--- src/rtl/vga_stream_out.sv ---
// vga_stream_out
//
// Pixel-clock consumer on the read side of the SDRAM-to-VGA line FIFO.
// It generates VGA timing (640x480@60 by default) and pops one RGB565 word
// per active pixel while streaming. The fill-level gate is evaluated only
// at the last pixel of each frame. Pixels popped while the FIFO is empty
// are blanked and counted. Sync and RGB pins are registered, with two
// cycles of latency from the counter position to the pins.
//
// Ports:
//   clk              pixel clock, shared with the FIFO read side
//   rst              synchronous reset, active-high
//   enable           stream request, sampled at the frame decision point
//   fifo_read_enable pop request (state STREAM and active region)
//   fifo_read_data   FIFO word, valid the cycle after a pop
//   fifo_empty       FIFO empty flag, sampled with the pop
//   fifo_half_full   FIFO at least half full, sampled at the decision point
//   vga_hsync/vsync  active-low sync pins
//   vga_r/g/b        RGB565 colour pins, 0 when blanked
//   frame_start      one-cycle pulse while the counters sit at (0,0)
//   streaming        high in the STREAM state
//   underflow_count  saturating count of pops made while the FIFO was empty
module vga_stream_out #(
    parameter int H_ACTIVE    = 640,
    parameter int H_FP        = 16,
    parameter int H_SYNC      = 96,
    parameter int H_BP        = 48,
    parameter int V_ACTIVE    = 480,
    parameter int V_FP        = 10,
    parameter int V_SYNC      = 2,
    parameter int V_BP        = 33,
    parameter int DATA_WIDTH  = 16,
    parameter int COUNT_WIDTH = 16
) (
    input  logic                   clk,
    input  logic                   rst,
    input  logic                   enable,
    output logic                   fifo_read_enable,
    input  logic [DATA_WIDTH-1:0]  fifo_read_data,
    input  logic                   fifo_empty,
    input  logic                   fifo_half_full,
    output logic                   vga_hsync,
    output logic                   vga_vsync,
    output logic [4:0]             vga_r,
    output logic [5:0]             vga_g,
    output logic [4:0]             vga_b,
    output logic                   frame_start,
    output logic                   streaming,
    output logic [COUNT_WIDTH-1:0] underflow_count
);

    localparam int H_TOTAL  = H_ACTIVE + H_FP + H_SYNC + H_BP;
    localparam int V_TOTAL  = V_ACTIVE + V_FP + V_SYNC + V_BP;
    localparam int H_W      = $clog2(H_TOTAL);
    localparam int V_W      = $clog2(V_TOTAL);
    localparam int HS_START = H_ACTIVE + H_FP;
    localparam int HS_END   = HS_START + H_SYNC;
    localparam int VS_START = V_ACTIVE + V_FP;
    localparam int VS_END   = VS_START + V_SYNC;

    typedef enum logic {
        WAIT_FILL,
        STREAM
    } state_t;

    state_t         state;
    state_t         state_next;
    logic [H_W-1:0] h_cnt;
    logic [V_W-1:0] v_cnt;
    logic           h_last;
    logic           v_last;
    logic           frame_end;
    logic           active;
    logic           hsync_n;
    logic           vsync_n;

    logic           vld_p1;
    logic           empty_p1;
    logic           active_p1;
    logic           hsync_p1;
    logic           vsync_p1;

    // Saturating increment: the counter parks at all-ones.
    function automatic logic [COUNT_WIDTH-1:0] sat_inc(input logic [COUNT_WIDTH-1:0] c);
        return (&c) ? c : c + 1'b1;
    endfunction

    // RGB565 word when the pixel carries real data, otherwise black.
    function automatic logic [15:0] pixel_or_blank(input logic show,
                                                   input logic [DATA_WIDTH-1:0] d);
        return show ? d[15:0] : 16'h0000;
    endfunction

    assign h_last    = (32'(h_cnt) == H_TOTAL - 1);
    assign v_last    = (32'(v_cnt) == V_TOTAL - 1);
    assign frame_end = h_last && v_last;
    assign active    = (32'(h_cnt) < H_ACTIVE) && (32'(v_cnt) < V_ACTIVE);
    assign hsync_n   = !((32'(h_cnt) >= HS_START) && (32'(h_cnt) < HS_END));
    assign vsync_n   = !((32'(v_cnt) >= VS_START) && (32'(v_cnt) < VS_END));

    assign fifo_read_enable = (state == STREAM) && active;
    assign streaming        = (state == STREAM);

    // Raster counters run in every state.
    always_ff @(posedge clk) begin
        if (rst) begin
            h_cnt <= '0;
            v_cnt <= '0;
        end else if (h_last) begin
            h_cnt <= '0;
            v_cnt <= v_last ? '0 : v_cnt + 1'b1;
        end else begin
            h_cnt <= h_cnt + 1'b1;
        end
    end

    always_ff @(posedge clk) begin
        if (rst) begin
            state <= WAIT_FILL;
        end else begin
            state <= state_next;
        end
    end

    // Decisions only at the last pixel of the frame, so a frame is never
    // cut short and the new state takes effect exactly at (0,0).
    always_comb begin
        state_next = state;
        if (frame_end) begin
            case (state)
                WAIT_FILL: if (enable && fifo_half_full) state_next = STREAM;
                STREAM:    if (!enable)                  state_next = WAIT_FILL;
                default:   state_next = WAIT_FILL;
            endcase
        end
    end

    always_ff @(posedge clk) begin
        if (rst) begin
            frame_start     <= 1'b0;
            underflow_count <= '0;
        end else begin
            frame_start <= frame_end;
            if (fifo_read_enable && fifo_empty) begin
                underflow_count <= sat_inc(underflow_count);
            end
        end
    end

    always_ff @(posedge clk) begin
        if (rst) begin
            vld_p1    <= 1'b0;
            empty_p1  <= 1'b0;
            active_p1 <= 1'b0;
            hsync_p1  <= 1'b1;
            vsync_p1  <= 1'b1;
            vga_hsync <= 1'b1;
            vga_vsync <= 1'b1;
            vga_r     <= '0;
            vga_g     <= '0;
            vga_b     <= '0;
        end else begin
            // stage p1: pop, empty flag and raster flags of cycle N
            vld_p1    <= fifo_read_enable;
            empty_p1  <= fifo_empty;
            active_p1 <= active;
            hsync_p1  <= hsync_n;
            vsync_p1  <= vsync_n;
            // stage p2: FIFO data of cycle N+1 joins its flags on the pins
            vga_hsync <= hsync_p1;
            vga_vsync <= vsync_p1;
            {vga_r, vga_g, vga_b} <= pixel_or_blank(vld_p1 && active_p1 && !empty_p1,
                                                    fifo_read_data);
        end
    end

endmodule

--- config.mk ---
export PLATFORM = sky130hd
export DESIGN_NAME = vga_stream_out
export DESIGN_NICKNAME = d
export VERILOG_FILES = /design/src/rtl/vga_stream_out.sv
export SDC_FILE = /design/constraint.sdc
export NUM_CORES = 1
export LEC_CHECK = 0
export BUFFER_PORTS_ARGS = -buffer_cell sky130_fd_sc_hd__buf_2
export CAP_MARGIN = 40
export CORE_MARGIN = 1
export CORE_UTILIZATION = 45
export CTS_BUF_LIST = sky130_fd_sc_hd__clkbuf_8
export CTS_CLUSTER_DIAMETER = 30
export CTS_CLUSTER_SIZE = 40
export DETAILED_ROUTE_END_ITERATION = 8
export PLACE_DENSITY = 0.69
export SLEW_MARGIN = 40
export SYNTH_ARGS = -nofsm -noshare
export SYNTH_HDL_FRONTEND = slang
export SYNTH_SLANG_ARGS = --single-unit
--- constraint.sdc ---
create_clock -name clk -period 5.8 [get_ports clk]
set_input_delay 1.16 -clock clk [delete_from_list [all_inputs] [get_ports clk]]
set_output_delay 1.16 -clock clk [all_outputs]
set_load 0.005 [all_outputs]
==> impl_summary.txt, run 1 <==
----------------------------------------------------
[Cells and area]
  Total number of nets in the final design ... 354
  Number of diodes added for antenna fixing ... 0
  Most common cell after layout, fill and taps aside ... dfxtp_1
  Layout overhead on the synthesized area ... 23.9%
  Leading cell types in the layout, fill and taps excluded ... dfxtp_1, buf_2, nor2_1, a21oi_1, and2_1
  Post-route cell area ... between 3000 and 4000 um^2
  Share of layout cells above drive strength 1 ... between 20 and 30%

[STA]
  Remaining max-slew budget at the tightest pin ... between 60 and 70%
  RSZ-0062 raised after global routing ... false
  Final critical path time including I/O delays and setup ... between 2 and 3 ns
  Worst Clk Skew ... between 0.005 and 0.006 ns
  Total negative setup slack ... 0 ns
  Fmax ... a little under 400 MHz
  Slew Viols, Final ... 0
  Count of final setup violators ... 0
  Slew at the pin with the worst max-slew slack ... between 0.5 and 0.6 ns
  Period utilisation layout ... 44.2%
  Hold Violations, Final ... 0

[Clocking]
  Maximum count of clock buffers along a single path ... 2
  Root buffer cell ... clkbuf_8
  Total clock buffers created by CTS ... 9
  Worst-skew pair later-pin latency ... around 0.33 ns
  Post-CTS Hold Fix Bufs ... 0
  Post-CTS Setup Bufs ... 0
  CTS HTree Levels ... 3
  Number of sinks on the clock net ... slightly above 60
  Clock tree from TritonCTS ... built
  Post-cts resize count ... 0
  Register clock-pin slew on the reported worst setup and hold paths ... roughly 0.06 ns

[Critical path]
  Critical path data required time ... around 4.6 ns
  Data arrival time of the critical path ... 1.40 ns
  Worst reg-to-reg setup slack ... about 3.7 ns
  Type of destination of the critical path ... output pin
  Nature of the critical path startpoint ... flop
  Critical Path Fanout Max ... 7
  Depth of the worst register-to-register path ... 4
  Worst setup path category ... flop to output pin

[Die]
  Area of the core region ... 5240 um^2
  Die height ... 76.9 um
  Area of the die ... 5910 um^2
  Initial Utilization ... 48.2%
  Num ports ... 58
  Die span in x ... approximately 77 um
  Row cnt ... 26

[Route]
  DRC violations left ... 0
  Total wire length ... roughly 5300 um
  1st-pass router iterations ... 4
  Post-detailed-route wirelength per cell ... 13.2 um
  Detailed-route vias per instance ... around 5.4
  Via count ... approximately 2200
  Remaining antenna violation count after routing ... 0
  DRC violation total after the first TritonRoute iteration ... between 80 and 90

[Hold path]
  Kind of path behind the tightest hold check ... flop to flop
  WHS Path Cells ... 1

[GRT]
  Aggregate global-route resource usage ... a little under a fifth
  Number of global-route vias before repair ... around 2000
  Overflow after GRT ... 0
  First-pass GRT wire length ... approximately 9000 um
  Initial antenna violation count ... 0
  Largest net degree at the start of global routing ... 35

[Logic synthesis]
  Average size of a mapped cell ... 9.34 um^2
  Flop and latch count out of synthesis ... about 60
  Share of synthesized registers carrying an async set or reset ... 0%
  Area leader, netlist ... dfxtp_1
  Number of flops mapped to enable cells by yosys ... 0
  Synthesized instance count ... 270
  Synth unique cells ... 41
  Portion of the post-synthesis area used by sequential elements ... between 40% and 50%
  Synth warnings ... 0
  Most frequently used flop master after synthesis ... dfxtp_1
  Most area-consuming cells after synthesis ... dfxtp_1, and2_1, a21oi_1, o31ai_1, or4_1
  Synth Cell Area ... between 2000 and 3000 um^2
  Net count of the mapped netlist ... a little under 300
  Yosys top cell area share ... between 40% and 50%

[Power]
  Clock power frac ... 52.6%
  Switching fraction of total power ... 18.5%
  Internal power ... between 0.7 and 0.8 mW
  Net load switching power ... approximately 0.17 mW
  Combinational cell fraction of total power ... under 10%
  Total leakage power ... about 1.3 nW
  Relative contribution of sequential cells to total power ... 45.6%
  P per Cell Area ... between 200 and 300 nW/um^2
  Peak supply drop ... between 0.2 and 0.25 mV

[Job]
  Number of violations of the max-capacitance limit ... 0

[Placed design]
  Instance area at placement ... roughly 2900 um^2
  Final weighted congestion in routability-driven placement ... around 0.81
  Port Buffer Count ... 57
  Post-detail-place hpwl ... around 3500 um

[Outcome]
  Result of the run ... completed

----------------------------------------------------
[worst paths after layout]
path | startpoint | end
setup / recovery | h_cnt[7] | fifo_read_enable
hold / removal | hsync_p1 | vga_hsync
setup reg to reg | h_cnt[7] | underflow_count[15]
hold reg to reg | hsync_p1 | vga_hsync
[kinds of logic (layout without fill, tap and decap cells)]
kind of cell	after synthesis	in the layout	synth area share, %
and+or+nand+nor	127	127	29.9
DFF	61	61	48.4
AOI/OAI and AO/OA	42	42	10.1
buffers and inverters	19	82	3.17
xor gates and xnor gates	12	12	4.17
adders and majority gates	5	5	2.48
muxes	4	4	1.74
[registers in the layout, summed over array words and instances, names as in the netlist]
signal / cells
active_p1: 1
empty_p1: 1
frame_start: 1
h_cnt: 10
hsync_p1: 1
streaming: 1
underflow_count: 16
v_cnt: 10
vga_b: 5
vga_g: 6
vga_hsync: 1
vga_r: 5
vga_vsync: 1
vld_p1: 1
vsync_p1: 1
[power by group through the flow]
stage | logic [mW] | registers (mW) | clock network, mW
after floorplan | 0.00841 | 0.432 | 0
final | 0.0165 | 0.423 | 0.489
after detailed placement | 0.0168 | 0.433 | 0
after global routing | 0.0190 | 0.423 | 0.518
after CTS | 0.0168 | 0.423 | 0.499
after global placement | 0.0165 | 0.433 | 0
[synth_stat cells (2+ instances only)]
library cell,n
nor4b_1,2
xor2_1,7
and4_1,4
o21ai_0,7
nand2_1,12
ha_1,5
mux2_2,3
clkbuf_1,9
xnor2_1,5
nor2_1,21
or2_2,3
dfxtp_1,61
inv_1,7
nand4_1,8
nor4_1,8
and3_1,5
a21oi_1,18
nand3_1,15
and2_1,16
or4_1,12
or3_1,6
o31ai_1,12
nor2b_1,6
[metal layers]
| metal | GRT usage [%] | wire length, um |
|---|---|---|
| met1 | 22.4 | 2420 |
| met2 | 32.2 | 2600 |
| met3 | 5.83 | 228 |
| met4 | 7.31 | 53 |
| met5 | 0 | 0 |
[worst max-delay path, cell delays in order, from the launching register on]
cell     delay [ns]
dfxtp_1        0.36
o21a_1         0.25
nor4b_1        0.29
buf_2          0.18
[through the flow]
step,cells,hold WS [ns],total power [mW],setup slack [ns],util (%)
floorplan,270,0.389,0.441,3.27,-
global placement,387,0.399,0.449,3.13,54.7
detailed placement,387,0.397,0.450,3.07,54.7
CTS,403,0.412,0.939,3.20,59.7
global route,403,0.443,0.961,3.13,59.7
finish,403,0.408,0.928,3.24,59.7
[area by class of cell]
class,instances,area [um^2]
clock inverter,7,138
inverter,7,26.3
multi-input combinational,190,1230
timing repair buffer,59,300
tap,70,87.6
clock buffer,9,124
sequential,61,1220
fill,483,2110
(Power assumes the default switching activity.)
==> run 2, diff against run 1 <==
ABC_AREA = 1   (was not set)
PLACE_DENSITY = 0.68   (was 0.69)
clock period = 2.44 ns   (was 5.8 ns; I/O delays follow)
==> impl_summary.txt, run 2 <==
----------------------------------------------------
[Outcome]
  Result of the run ... completed

[Cells and area]
  Largest registers ... underflow_count (16), h_cnt (10), v_cnt (10)
  Most common cell after layout, fill and taps aside ... nor2_1
  Number of diodes added for antenna fixing ... 0 (unchanged)
  Total number of nets in the final design ... 460 (+30%)
  Layout overhead on the synthesized area ... 20.6%
  Max FFs per register ... 16 (unchanged)
  Leading cell types in the layout, fill and taps excluded ... nor2_1, nand2_1, dfxtp_1, buf_2, inv_1
  Largest register by flop count ... underflow_count
  Non-Filler Instances ... 510 (+27%)
  Footprint of the multi-input gates ... 1280 um^2 (+4.4%)
  Share of layout cells above drive strength 1 ... 19.6% (-6.2 points)
  Layout fillers ... 513 (+6.2%)
  Sequential cell area ... 1220 um^2 (unchanged)

[Placed design]
  Port Buffer Count ... 57 (unchanged)
  Pre-CTS WS ... 0.656 ns (-2.42 ns)
  Final weighted congestion in routability-driven placement ... 0.818 (+0.38%)
  Post-detail-place hpwl ... 3990 um (+13%)
  Number of instances in the placed design ... 495 (+28%)

[Route]
  Total wire length ... 5450 um (+2.6%)
  Detailed-route vias per instance ... 4.70 (-13%)
  DRC violations left ... 0 (unchanged)
  Post-detailed-route wirelength per cell ... 10.7 um (-19%)
  1st-pass router iterations ... 4 (unchanged)
  Via count ... 2395 (+11%)
  Remaining antenna violation count after routing ... 0 (unchanged)
  DRC violation total after the first TritonRoute iteration ... 117 (+36%)

[Critical path]
  Type of destination of the critical path ... output pin
  Critical path data required time ... 1.95 ns (-2.69 ns)
  Max incr delay on CP ... 0.42 ns (+0.06 ns)
  Most Frequent Cell on Critical Path ... nand2_1
  Data arrival time of the critical path ... 1.47 ns (+0.07 ns)
  Depth of the worst register-to-register path ... 8 (+4)
  Critical Path Fanout Max ... 5 (-2)
  Cell-by-cell trace of the critical path ... nand2_1 -> nor2_1 -> nand2_1 -> nand3_4 -> inv_1 -> buf_2
  Worst setup path category ... flop to output pin
  Nature of the critical path startpoint ... flop
  Cell with the largest stage delay on the worst path ... dfxtp_1

[STA]
  Hold Violations, Final ... 0 (unchanged)
  RSZ-0062 raised after global routing ... false
  Worst Clk Skew ... 0.00643 ns (+0.000489 ns)
  Total negative setup slack ... 0 ns (unchanged)
  Count of final setup violators ... 0 (unchanged)
  Slew Viols, Final ... 0 (unchanged)
  Final worst slack ... 0.482 ns (-2.76 ns)
  Remaining max-slew budget at the tightest pin ... 54.4% (-5.7 points)
  Final critical path time including I/O delays and setup ... 1.96 ns
  Slew at the pin with the worst max-slew slack ... 0.682 ns (+0.0834 ns)
  Worst Hold Margin ... 0.369 ns (-0.0397 ns)
  Period utilisation layout ... around 80%
  Fmax ... about 500 MHz

[Clocking]
  Worst-skew pair later-pin latency ... 0.32 ns (about the same)
  Root buffer cell ... clkbuf_8
  Clock tree from TritonCTS ... built
  Maximum count of clock buffers along a single path ... 2 (unchanged)
  CTS HTree Levels ... 3 (unchanged)
  Register clock-pin slew on the reported worst setup and hold paths ... 0.07 ns (about the same)
  Number of sinks on the clock net ... 61 (unchanged)
  Post-CTS Hold Fix Bufs ... 0 (unchanged)
  Total clock buffers created by CTS ... 9 (unchanged)
  Post-cts resize count ... 0 (unchanged)
  Post-CTS Setup Bufs ... 0 (unchanged)

[Hold path]
  WHS Path Cells ... 3 (+2)
  Kind of path behind the tightest hold check ... input pin to flop

[Job]
  Number of violations of the max-capacitance limit ... 0 (unchanged)

[Logic synthesis]
  Average size of a mapped cell ... 7.35 um^2 (-21%)
  Synth warnings ... 0 (unchanged)
  Flop and latch count out of synthesis ... 61 (unchanged)
  Most frequent cell after synthesis ... nor2_1
  Most area-consuming cells after synthesis ... dfxtp_1, nor2_1, nand2_1, inv_1, nand3_1
  Area leader, netlist ... dfxtp_1
  Most instantiated cells after synthesis ... nor2_1, nand2_1, dfxtp_1
  Net count of the mapped netlist ... 397 (+34%)
  Share of synthesized registers carrying an async set or reset ... 0% (unchanged)
  Yosys top cell area share ... 44.8% (-3.6 points)
  Portion of the post-synthesis area used by sequential elements ... 44.8% (-3.6 points)
  Synth unique cells ... 29 (-29%)
  Synthesized instance count ... 371 (+37%)
  Most frequently used flop master after synthesis ... dfxtp_1
  Synth Cell Area ... 2730 um^2 (+8.0%)
  Number of flops mapped to enable cells by yosys ... 0 (unchanged)

[Power]
  Total leakage power ... 1.59 nW (+24%)
  Post-layout total power ... 2.02 mW (+120%)
  P per Cell Area ... 614 nW/um^2 (+110%)
  Peak supply drop ... 0.415 mV (+90%)

[GRT]
  Number of global-route vias before repair ... 2229 (+11%)
  Largest net degree at the start of global routing ... 19 (-46%)
  Aggregate global-route resource usage ... 19.3% (+0.30 points)
  First-pass GRT wire length ... 9490 um (+5.1%)
  Overflow after GRT ... 0 (unchanged)
  Initial antenna violation count ... 0 (unchanged)

[Die]
  Row cnt ... 27 (+3.8%)
  Num ports ... 58 (unchanged)
  Area of the core region ... 5680 um^2 (+8.4%)
  Initial Utilization ... 48.0% (-0.14 points)
  Die span in x ... 79.8 um (+3.8%)
  Area of the die ... 6370 um^2 (+7.8%)
  Die height ... 79.8 um (+3.8%)

----------------------------------------------------
[run 2: cell count changes after synthesis, moves of 12 or more]
cell and change:
or4_1 -12, nor2_1 +67, nand2_1 +57, and2_1 -16, inv_1 +42, o31ai_1 -12
[run 2: critical path, delay by kind of cell, from the launching register on]
kind                   cells  cell delay [ns]
buffers and inverters      2             0.17
and+or+nand+nor            4             0.55
DFF                        1             0.42
[run 2: metrics by stage]
step	util [%]	instance area, um^2
5_1_grt	57.9	3290
4_1_cts	57.9	3290
3_3_place_gp	54.2	3070
3_5_place_dp	54.2	3070
2_1_floorplan	-	2730
6_report	57.9	3290
[run 2: per-layer routing]
metal | part of all wire [%] | up-vias | GRT usage, % | wire length, um
met5 | 0 | - | 0 | 0
met4 | 0.68 | 0 | 9.64 | 37
met3 | 5.1 | 2 | 4.57 | 278
met2 | 46 | 60 | 32.1 | 2510
met1 | 48 | 1047 | 23.2 | 2620
li1 | - | 1286 | - | -
[run 2: layout make-up]
class	count	share of cell area [%]
clock buffers	10	4.19
multi-input cells	254	39.0
flip-flops and latches	61	37.2
well taps	72	2.74
inverters	51	5.98
repair buffers	57	8.68
clock inverters	5	2.28
[run 2: logic make-up after synthesis]
group                    count (synthesis)  synth area share (%)
AO/OA/AOI/OAI                           27                  5.28
AND/OR/NAND/NOR                        211                  35.9
buffers and inverters                   56                  8.17
XOR/XNOR                                11                  3.54
adder cells (fa/ha/maj)                  5                  2.30
flip-flops                              61                  44.8
[run 2: power by group]
part,internal [mW],total (mW),switching [mW]
sequential,1.00,1.01,0.00383
combinational,0.0212,0.0502,0.0290
clock,0.592,0.962,0.370
total,1.61,2.02,0.403
[run 2: final timing paths]
check	start	endpoint	slack, ns
max	v_cnt[6]	fifo_read_enable	0.48
max reg2reg	h_cnt[0]	v_cnt[7]	0.72
min	fifo_read_data[1]	vga_b[1]	0.37
min reg2reg	vsync_p1	vga_vsync	0.41
